--- config.mk ---
export PLATFORM = sky130hd
export DESIGN_NAME = cache_mem_responder
export DESIGN_NICKNAME = d
export VERILOG_FILES = /design/src/rtl/cache_mem_responder.sv
export SDC_FILE = /design/constraint.sdc
export NUM_CORES = 1
export LEC_CHECK = 0
export CELL_PAD_IN_SITES_DETAIL_PLACEMENT = 1
export CELL_PAD_IN_SITES_GLOBAL_PLACEMENT = 1
export CORE_UTILIZATION = 32
export CTS_CLUSTER_SIZE = 12
export DETAILED_ROUTE_END_ITERATION = 8
export PLACE_DENSITY_LB_ADDON = 0.1
export SYNTH_ARGS = -nofsm -noshare
export SYNTH_HDL_FRONTEND = slang
export SYNTH_SLANG_ARGS = --single-unit
export TNS_END_PERCENT = 30
--- constraint.sdc ---
create_clock -name CLK -period 3.3 [get_ports CLK]
set_input_delay 0.33 -clock CLK [delete_from_list [all_inputs] [get_ports CLK]]
set_output_delay 0.33 -clock CLK [all_outputs]
set_load 0.03 [all_outputs]
--- src/rtl/cache_mem_responder.sv ---
// Memory-side responder for the dcache/icache request ports.
// Arbitrates both ports onto one RAM req/ack port with a timeout abort.
module cache_mem_responder #(
    parameter int ADDR_W  = 32,
    parameter int DATA_W  = 32,
    parameter int TIMEOUT = 64
) (
    input  logic              CLK,
    input  logic              RST,
    input  logic              dREN,
    input  logic              dWEN,
    input  logic [ADDR_W-1:0] daddr,
    input  logic [DATA_W-1:0] dstore,
    output logic              dwait,
    output logic [DATA_W-1:0] dload,
    input  logic              iREN,
    input  logic [ADDR_W-1:0] iaddr,
    output logic              iwait,
    output logic [DATA_W-1:0] iload,
    output logic              ram_req,
    output logic              ram_wen,
    output logic [ADDR_W-1:0] ram_addr,
    output logic [DATA_W-1:0] ram_wdata,
    input  logic [DATA_W-1:0] ram_rdata,
    input  logic              ram_ack,
    output logic              err
);

    typedef enum logic [2:0] {
        IDLE,
        DSERV,
        ISERV,
        DRESP,
        IRESP
    } state_t;

    localparam int CW = $clog2(TIMEOUT + 1);

    state_t            r_state, w_state_nxt;
    logic [CW-1:0]     r_cnt, w_cnt_nxt;
    logic              r_last_d, w_last_d_nxt;
    logic              r_dwait, w_dwait_nxt;
    logic              r_iwait, w_iwait_nxt;
    logic [DATA_W-1:0] r_dload, w_dload_nxt;
    logic [DATA_W-1:0] r_iload, w_iload_nxt;
    logic              r_req, w_req_nxt;
    logic              r_wen, w_wen_nxt;
    logic [ADDR_W-1:0] r_addr, w_addr_nxt;
    logic [DATA_W-1:0] r_wdata, w_wdata_nxt;
    logic              r_err, w_err_nxt;

    logic w_dreq, w_grant_d, w_grant_i, w_tmo;

    assign w_dreq    = dREN | dWEN;
    // When both ports ask, the port not served last wins.
    assign w_grant_d = w_dreq & (~iREN | ~r_last_d);
    assign w_grant_i = iREN & (~w_dreq | r_last_d);
    assign w_tmo     = (r_cnt == CW'(TIMEOUT - 1));

    always_ff @(posedge CLK) begin
        if (RST) begin
            r_state  <= IDLE;
            r_cnt    <= '0;
            r_last_d <= 1'b0;
            r_dwait  <= 1'b1;
            r_iwait  <= 1'b1;
            r_dload  <= '0;
            r_iload  <= '0;
            r_req    <= 1'b0;
            r_wen    <= 1'b0;
            r_addr   <= '0;
            r_wdata  <= '0;
            r_err    <= 1'b0;
        end else begin
            r_state  <= w_state_nxt;
            r_cnt    <= w_cnt_nxt;
            r_last_d <= w_last_d_nxt;
            r_dwait  <= w_dwait_nxt;
            r_iwait  <= w_iwait_nxt;
            r_dload  <= w_dload_nxt;
            r_iload  <= w_iload_nxt;
            r_req    <= w_req_nxt;
            r_wen    <= w_wen_nxt;
            r_addr   <= w_addr_nxt;
            r_wdata  <= w_wdata_nxt;
            r_err    <= w_err_nxt;
        end
    end

    always_comb begin
        w_state_nxt  = r_state;
        w_cnt_nxt    = r_cnt;
        w_last_d_nxt = r_last_d;
        w_dload_nxt  = r_dload;
        w_iload_nxt  = r_iload;
        w_req_nxt    = r_req;
        w_wen_nxt    = r_wen;
        w_addr_nxt   = r_addr;
        w_wdata_nxt  = r_wdata;
        w_err_nxt    = r_err;
        unique case (r_state)
            IDLE: begin
                if (w_grant_d) begin
                    w_state_nxt  = DSERV;
                    w_cnt_nxt    = '0;
                    w_last_d_nxt = 1'b1;
                    w_req_nxt    = 1'b1;
                    w_wen_nxt    = dWEN;
                    w_addr_nxt   = daddr;
                    w_wdata_nxt  = dstore;
                end else if (w_grant_i) begin
                    w_state_nxt  = ISERV;
                    w_cnt_nxt    = '0;
                    w_last_d_nxt = 1'b0;
                    w_req_nxt    = 1'b1;
                    w_wen_nxt    = 1'b0;
                    w_addr_nxt   = iaddr;
                    w_wdata_nxt  = '0;
                end
            end
            DSERV, ISERV: begin
                if (ram_ack || w_tmo) begin
                    w_req_nxt   = 1'b0;
                    w_state_nxt = (r_state == DSERV) ? DRESP : IRESP;
                    if (!ram_ack) begin
                        w_err_nxt = 1'b1;
                    end
                    // A timed-out read returns all-ones.
                    if (!r_wen) begin
                        if (r_state == DSERV) begin
                            w_dload_nxt = ram_ack ? ram_rdata : '1;
                        end else begin
                            w_iload_nxt = ram_ack ? ram_rdata : '1;
                        end
                    end
                end else begin
                    w_cnt_nxt = r_cnt + 1'b1;
                end
            end
            DRESP, IRESP: w_state_nxt = IDLE;
            default:      w_state_nxt = IDLE;
        endcase
        w_dwait_nxt = (w_state_nxt != DRESP);
        w_iwait_nxt = (w_state_nxt != IRESP);
    end

    assign dwait     = r_dwait;
    assign iwait     = r_iwait;
    assign dload     = r_dload;
    assign iload     = r_iload;
    assign ram_req   = r_req;
    assign ram_wen   = r_wen;
    assign ram_addr  = r_addr;
    assign ram_wdata = r_wdata;
    assign err       = r_err;

endmodule
==> impl_metrics.tcl, run 1 <==
set metrics [dict create \
    outcome "finished clean" \
    detailed_place_hpwl_mm 12.4 \
    final_antenna_net_count 0 \
    syn_inst 546 \
    hold_ws_ps 276 \
    finalPower_w 0.00584 \
    worst-path-max-fanout 11 \
    arrival_ps 2430 \
    nets 927 \
    grt-ovfl-total 0 \
    syn2layout_area_growth_pct 63.3 \
    synth_nets 681 \
    yosys.area_share.adder_pct 0.229 \
    antenna_cells 0 \
    critPathLaunchType "flop" \
    post-route-util_pct 53.7 \
    grt_max_degree 88 \
    fmax_ghz 0.466 \
    yosysWarningCount 0 \
    met1_usage_pct 21.6 \
    busiest_layer "met2" \
    r2r_cells 5 \
    yosys.area_share.simple_pct 6.70 \
    ctsResizeCount 0 \
    core_area_um2 16600 \
    worstMarginPinSlew_ps 1180 \
    rows 47 \
    holdBufCountCts 0 \
    yosysMostFrequentCell "dfxtp_1" \
    ys_seq_area_share_pct 52.9 \
    netlist_top_cells_count "dfxtp_1 (144), a21oi_1 (68), o21a_1 (65)" \
    netlist_area_um2 5450 \
    dieWidth_um 133 \
    holdPathStages 2 \
    grt_pass1_wl_mm 27.4 \
    cts.sinks 144 \
    avgSynthCellArea_um2 9.99 \
    slew_headroom_pct 21.0 \
    r2r-end "r_cnt[5]" \
    endpoint_kind "flop" \
    finalSetupViolations 0 \
    cp.required_ps 3590 \
    insertion_delay_ps 410 \
    die_h_um 133 \
    grtUsageMet3_pct 4.94 \
    io_buffers 266 \
    drive_above_1_share_pct 6.34 \
    viasPerCell 4.90 \
    final.min_clock_period_ps 2140 \
    pin_count 267 \
    synth_compound_gate_area_share_pct 27.0 \
    grt_pass1_vias 5298 \
    instances_no_fill 1024 \
    grtUsageMet2_pct 36.9 \
    hp-start "RST" \
    ys_seq_elements 144 \
    routedWlPerCell_um 17.1 \
    antenna_found_initial 0 \
    ys.flop_type "dfxtp_1" \
    synth_top_area_share_pct 52.9 \
    min-delay-path-class "input port to flop" \
    ff2ff_setup_slack_ps 1160 \
    reg2reg_from "r_cnt[0]" \
    rsz0062_at_grt "no" \
    skew_ps 7.86 \
    synth_edf_count 0 \
    design.die.area_um2 17600 \
    numCtsBuffers 17 \
    hold_end "r_cnt[0]" \
    synth_area_leader_cell "dfxtp_1" \
    cts-htree-levels 4 \
    muxShareOfSynthArea_pct 6.24 \
    post-place-cells 993 \
    p_leak_nw 3.57 \
    synth_top_family_by_area "compound AO/OA/AOI/OAI gates" \
    clk_pin_slew_ps 60 \
    synth_xor_area_share_pct 0.298 \
    finalHoldViolations 0 \
    cts_tree "yes" \
    synth.distinct_cells 44 \
    finalWirelength_mm 17.5 \
    drv_cap 0 \
    first_pass_iters 4 \
    synthArstFlopShare_pct 0 \
    vdd_ir_drop_max_v 0.000408 \
    track_usage_pct 19.9 \
    fin_setup_tns_ps 0 \
    p_per_area_nw_per_um2 656 \
    drc 0 \
    num_vias 5015 \
    place_congestion 0.762 \
    start_util_pct 32.9 \
    synth.top_cells.by_area "dfxtp_1 (53%), o21a_1 (8.9%), a21oi_1 (6.2%)" \
    cts-root-buf "clkbuf_16" \
    clockBufferDepth 2 \
    post-cts-setup-buffer-count 0 \
    drt_iter0_markers 159 \
    period_share_pct 65.0 \
    report.final.slew_viol_count 0 \
    crit_type "flop to flop" \
]
metal layers:
layer,up-vias,wire (um)
met5,-,0
met4,0,321
met3,23,903
met2,151,9390
met1,2406,6900
li1,2435,-
how the worst max path moves through the flow:
stage,from,to,slack [ps],depth (start not counted)
floorplan,ram_wen,dload[2],1680,5
global placement,dWEN,ram_wdata[5],1040,4
detailed placement,dWEN,ram_wdata[23],940,4
CTS,r_cnt[0],r_state[1],1190,5
global route,r_cnt[0],r_state[1],860,5
finish,r_cnt[0],r_cnt[5],1160,5
area by class of cell:
type                            instances  area, um2
Clock buffer                           21        470
Sequential cell                       144       2880
Inverter                               34        128
Multi-Input combinational cell        321       2220
Clock inverter                         10        183
Tap cell                              220        275
Timing Repair Buffer                  274       2750
Fill cell                            1799       7680
flip-flops by register name, summed over array words and instances, names as in the netlist:
| name | count |
|---|---|
| r_last_d | 1 |
| ram_wen | 1 |
| dwait | 1 |
| ram_addr | 32 |
| dload | 32 |
| iwait | 1 |
| ram_wdata | 32 |
| r_state | 3 |
| r_cnt | 7 |
| iload | 32 |
| err | 1 |
| ram_req | 1 |
placed cells by master, fill, tap and decap left out, drive strengths merged:
master	count
or2b	1
ha	1
o211ai	2
o31ai	1
and3b	1
clkinvlp	3
a21o	1
a221oi	1
clkdlybuf4s50	265
a21oi	69
a2bb2oi	1
nor4	1
a21boi	1
and2	1
xnor2	1
clkinv	2
nor3	5
or4b	2
buf	9
o31a	2
dfxtp	144
a211oi	32
nand2b	2
inv	34
bufinv	5
nand3b	1
nor2	42
o21ai	3
and3	1
or3	4
a22o	33
clkbuf	21
nand2	6
mux2i	34
or4	2
o21a	65
nand3	2
o32a	1
nor3b	2
worst max-delay path, stage by stage (launching register included):
cell,delay (ps)
dfxtp_1,370
ha_1,180
nand3_1,170
nor3_1,940
nor3_1,180
mux2i_1,180
logic make-up after synthesis:
logic type	Yosys count
AO/OA/AOI/OAI	212
XOR/XNOR	1
adder cells (fa/ha/maj)	1
buffers and inverters	81
flip-flops	144
multiplexers	34
AND/OR/NAND/NOR	73
power by group:
part	internal (W)	leakage (nW)	switching [W]
Sequential	0.00196	1.18	0.000131
Clock	0.00140	0.311	0.000722
Combinational	0.000727	2.08	0.000905
Total	0.00408	3.57	0.00176
through the flow:
| stage | setup slack (ps) | area [um2] |
|---|---|---|
| 2_1_floorplan | 1680 | 5450 |
| 3_3_place_gp | 1040 | 8250 |
| 3_5_place_dp | 941 | 8250 |
| 4_1_cts | 1190 | 8900 |
| 5_1_grt | 858 | 8900 |
| 6_report | 1160 | 8900 |
Power figures use the tool's default switching activity.
==> inputs of run 2 (changes only) <==
--- a/config.mk
+++ b/config.mk
@@ -7,7 +7,7 @@
 export LEC_CHECK = 0
 export CELL_PAD_IN_SITES_DETAIL_PLACEMENT = 1
 export CELL_PAD_IN_SITES_GLOBAL_PLACEMENT = 1
-export CORE_UTILIZATION = 32
+export CORE_UTILIZATION = 29
 export CTS_CLUSTER_SIZE = 12
 export DETAILED_ROUTE_END_ITERATION = 8
 export PLACE_DENSITY_LB_ADDON = 0.1
==> constraint.sdc (replaced) <==
create_clock -name CLK -period 2.15 [get_ports CLK]
set_input_delay 0.215 -clock CLK [delete_from_list [all_inputs] [get_ports CLK]]
set_output_delay 0.215 -clock CLK [all_outputs]
set_load 0.03 [all_outputs]
==> run 2 against run 1 <==
Against the previous run:
- the run now ends with DRC left
- routed wire length decreased by 0.13%
- utilization is 4.6 points lower
- sequential power up 54%
- critical path type unchanged
- critical endpoint is now dload[15]
- largest cell class unchanged
- highest routed layer unchanged
==> impl_metrics.tcl, run 2 (same netlist as run 1, synthesis figures left out) <==
set metrics [dict create \
    ctsResizeCount 0 \
    grt_pass1_wl_mm 27.6 \
    worst-path-max-fanout 32 \
    fin_setup_tns_ps 0 \
    layout_common_cells "clkdlybuf4s50_1 (265), dfxtp_1 (144), a21oi_1 (68)" \
    antenna_found_initial 0 \
    drive_above_1_share_pct 7.03 \
    grt-ovfl-total 0 \
    numCtsBuffers 17 \
    final.min_clock_period_ps 1900 \
    core_area_um2 18200 \
    reg2reg_from "r_cnt[0]" \
    place_area_um2 8330 \
    cts_tree "yes" \
    io_buffers 266 \
    drv_cap 0 \
    num_vias 5040 \
    cts.sinks 144 \
    insertion_delay_ps 410 \
    clk_pin_slew_ps 60 \
    dieWidth_um 139 \
    slew_headroom_pct 67.7 \
    drt_iter0_markers 126 \
    finalSetupViolations 0 \
    report.final.slew_viol_count 0 \
    post-cts-setup-buffer-count 0 \
    grt_pass1_vias 5306 \
    hp-start "RST" \
    start_util_pct 29.9 \
    cpLargestDelayFamily "compound AO/OA/AOI/OAI gates" \
    violations "DRC" \
    fmax_ghz 0.526 \
    drc 17 \
    design.die.area_um2 19400 \
    layout_commonest_cell "clkdlybuf4s50_1" \
    cp.required_ps 2500 \
    min-delay-path-class "input port to flop" \
    antenna_cells 0 \
    cts-htree-levels 4 \
    critPathLaunchType "flop" \
    path_cells "ha_1 -> nand3_1 -> o31a_1 -> nor2_2 -> buf_4 -> o21a_1" \
    arrival_ps 2250 \
    cpMaxStageDelayCell "o31a_1" \
    skew_ps 7.69 \
    first_pass_iters 9 \
    syn2layout_area_growth_pct 63.9 \
    stdcell_area_um2 8940 \
    worst-path-buf-inv 1 \
    die_h_um 139 \
    detailed_place_hpwl_mm 12.8 \
    place_congestion 0.762 \
    worstMarginPinSlew_ps 485 \
    routedWlPerCell_um 16.8 \
    endpoint_kind "flop" \
    viasPerCell 4.85 \
    startpoint "r_cnt[0]" \
    outcome "complete, but fails checks" \
    pin_count 267 \
    clockBufferDepth 2 \
    grt_max_degree 46 \
    holdBufCountCts 0 \
    rsz0062_at_grt "no" \
    finalWirelength_mm 17.5 \
    p_per_area_nw_per_um2 976 \
    period_share_pct 88.4 \
    crit_type "flop to flop" \
    slowest_delay_ps 420 \
    final_antenna_net_count 0 \
    track_usage_pct 18.2 \
    nets 933 \
    p_leak_nw 3.58 \
    vdd_ir_drop_max_v 0.000602 \
    rows 49 \
    finalHoldViolations 0 \
    cts-root-buf "clkbuf_16" \
]
-- run 2: layout make-up --
class,count,area (um2)
Fill cell,1994,9270
Sequential cell,144,2880
Timing Repair Buffer,280,2820
Multi-Input combinational cell,321,2220
Clock buffer,20,447
Tap cell,229,287
Clock inverter,12,158
Inverter,34,128
-- run 2: worst register-to-register path: stages (launching register included) --
cell and delay [ps]:
dfxtp_1 370, ha_1 180, nand3_1 190, o31a_1 420
nor2_2 130, buf_4 360, o21a_1 200
-- run 2: worst paths after layout --
path,end,slack [ps],depth (start not counted)
hold reg to reg,iload[13],460,1
setup reg to reg,dload[15],250,6
hold / removal,err,250,2
setup / recovery,dload[15],250,6
-- run 2: report_power, final --
group / switching (W) / total (W) / leakage [nW] / internal, W
logic: 0.00138 / 0.00251 / 2.11 / 0.00113
clock network: 0.00115 / 0.00301 / 0.287 / 0.00186
registers: 0.000198 / 0.00321 / 1.18 / 0.00301
-- run 2: routing by layer --
layer,part of all wire (%),GRT usage (%),vias to the layer above
met3,5.5,4.32,26
met1,40,20.2,2431
met2,52,33.0,143
met5,0,0,-
li1,-,-,2440
met4,2.4,8.13,0
-- run 2: through the flow --
stage          total power (W)  worst slack [ps]  std cells  hold slack, ps  util, %
4_1_cts                0.00886               226       1040             231     49.1
6_report               0.00873               250       1040             247     49.1
3_5_place_dp           0.00581               176       1008             454     45.8
3_3_place_gp           0.00573               240       1008             447     45.8
5_1_grt                0.00913              63.7       1040             273     49.1
2_1_floorplan          0.00466               527        546             340        -
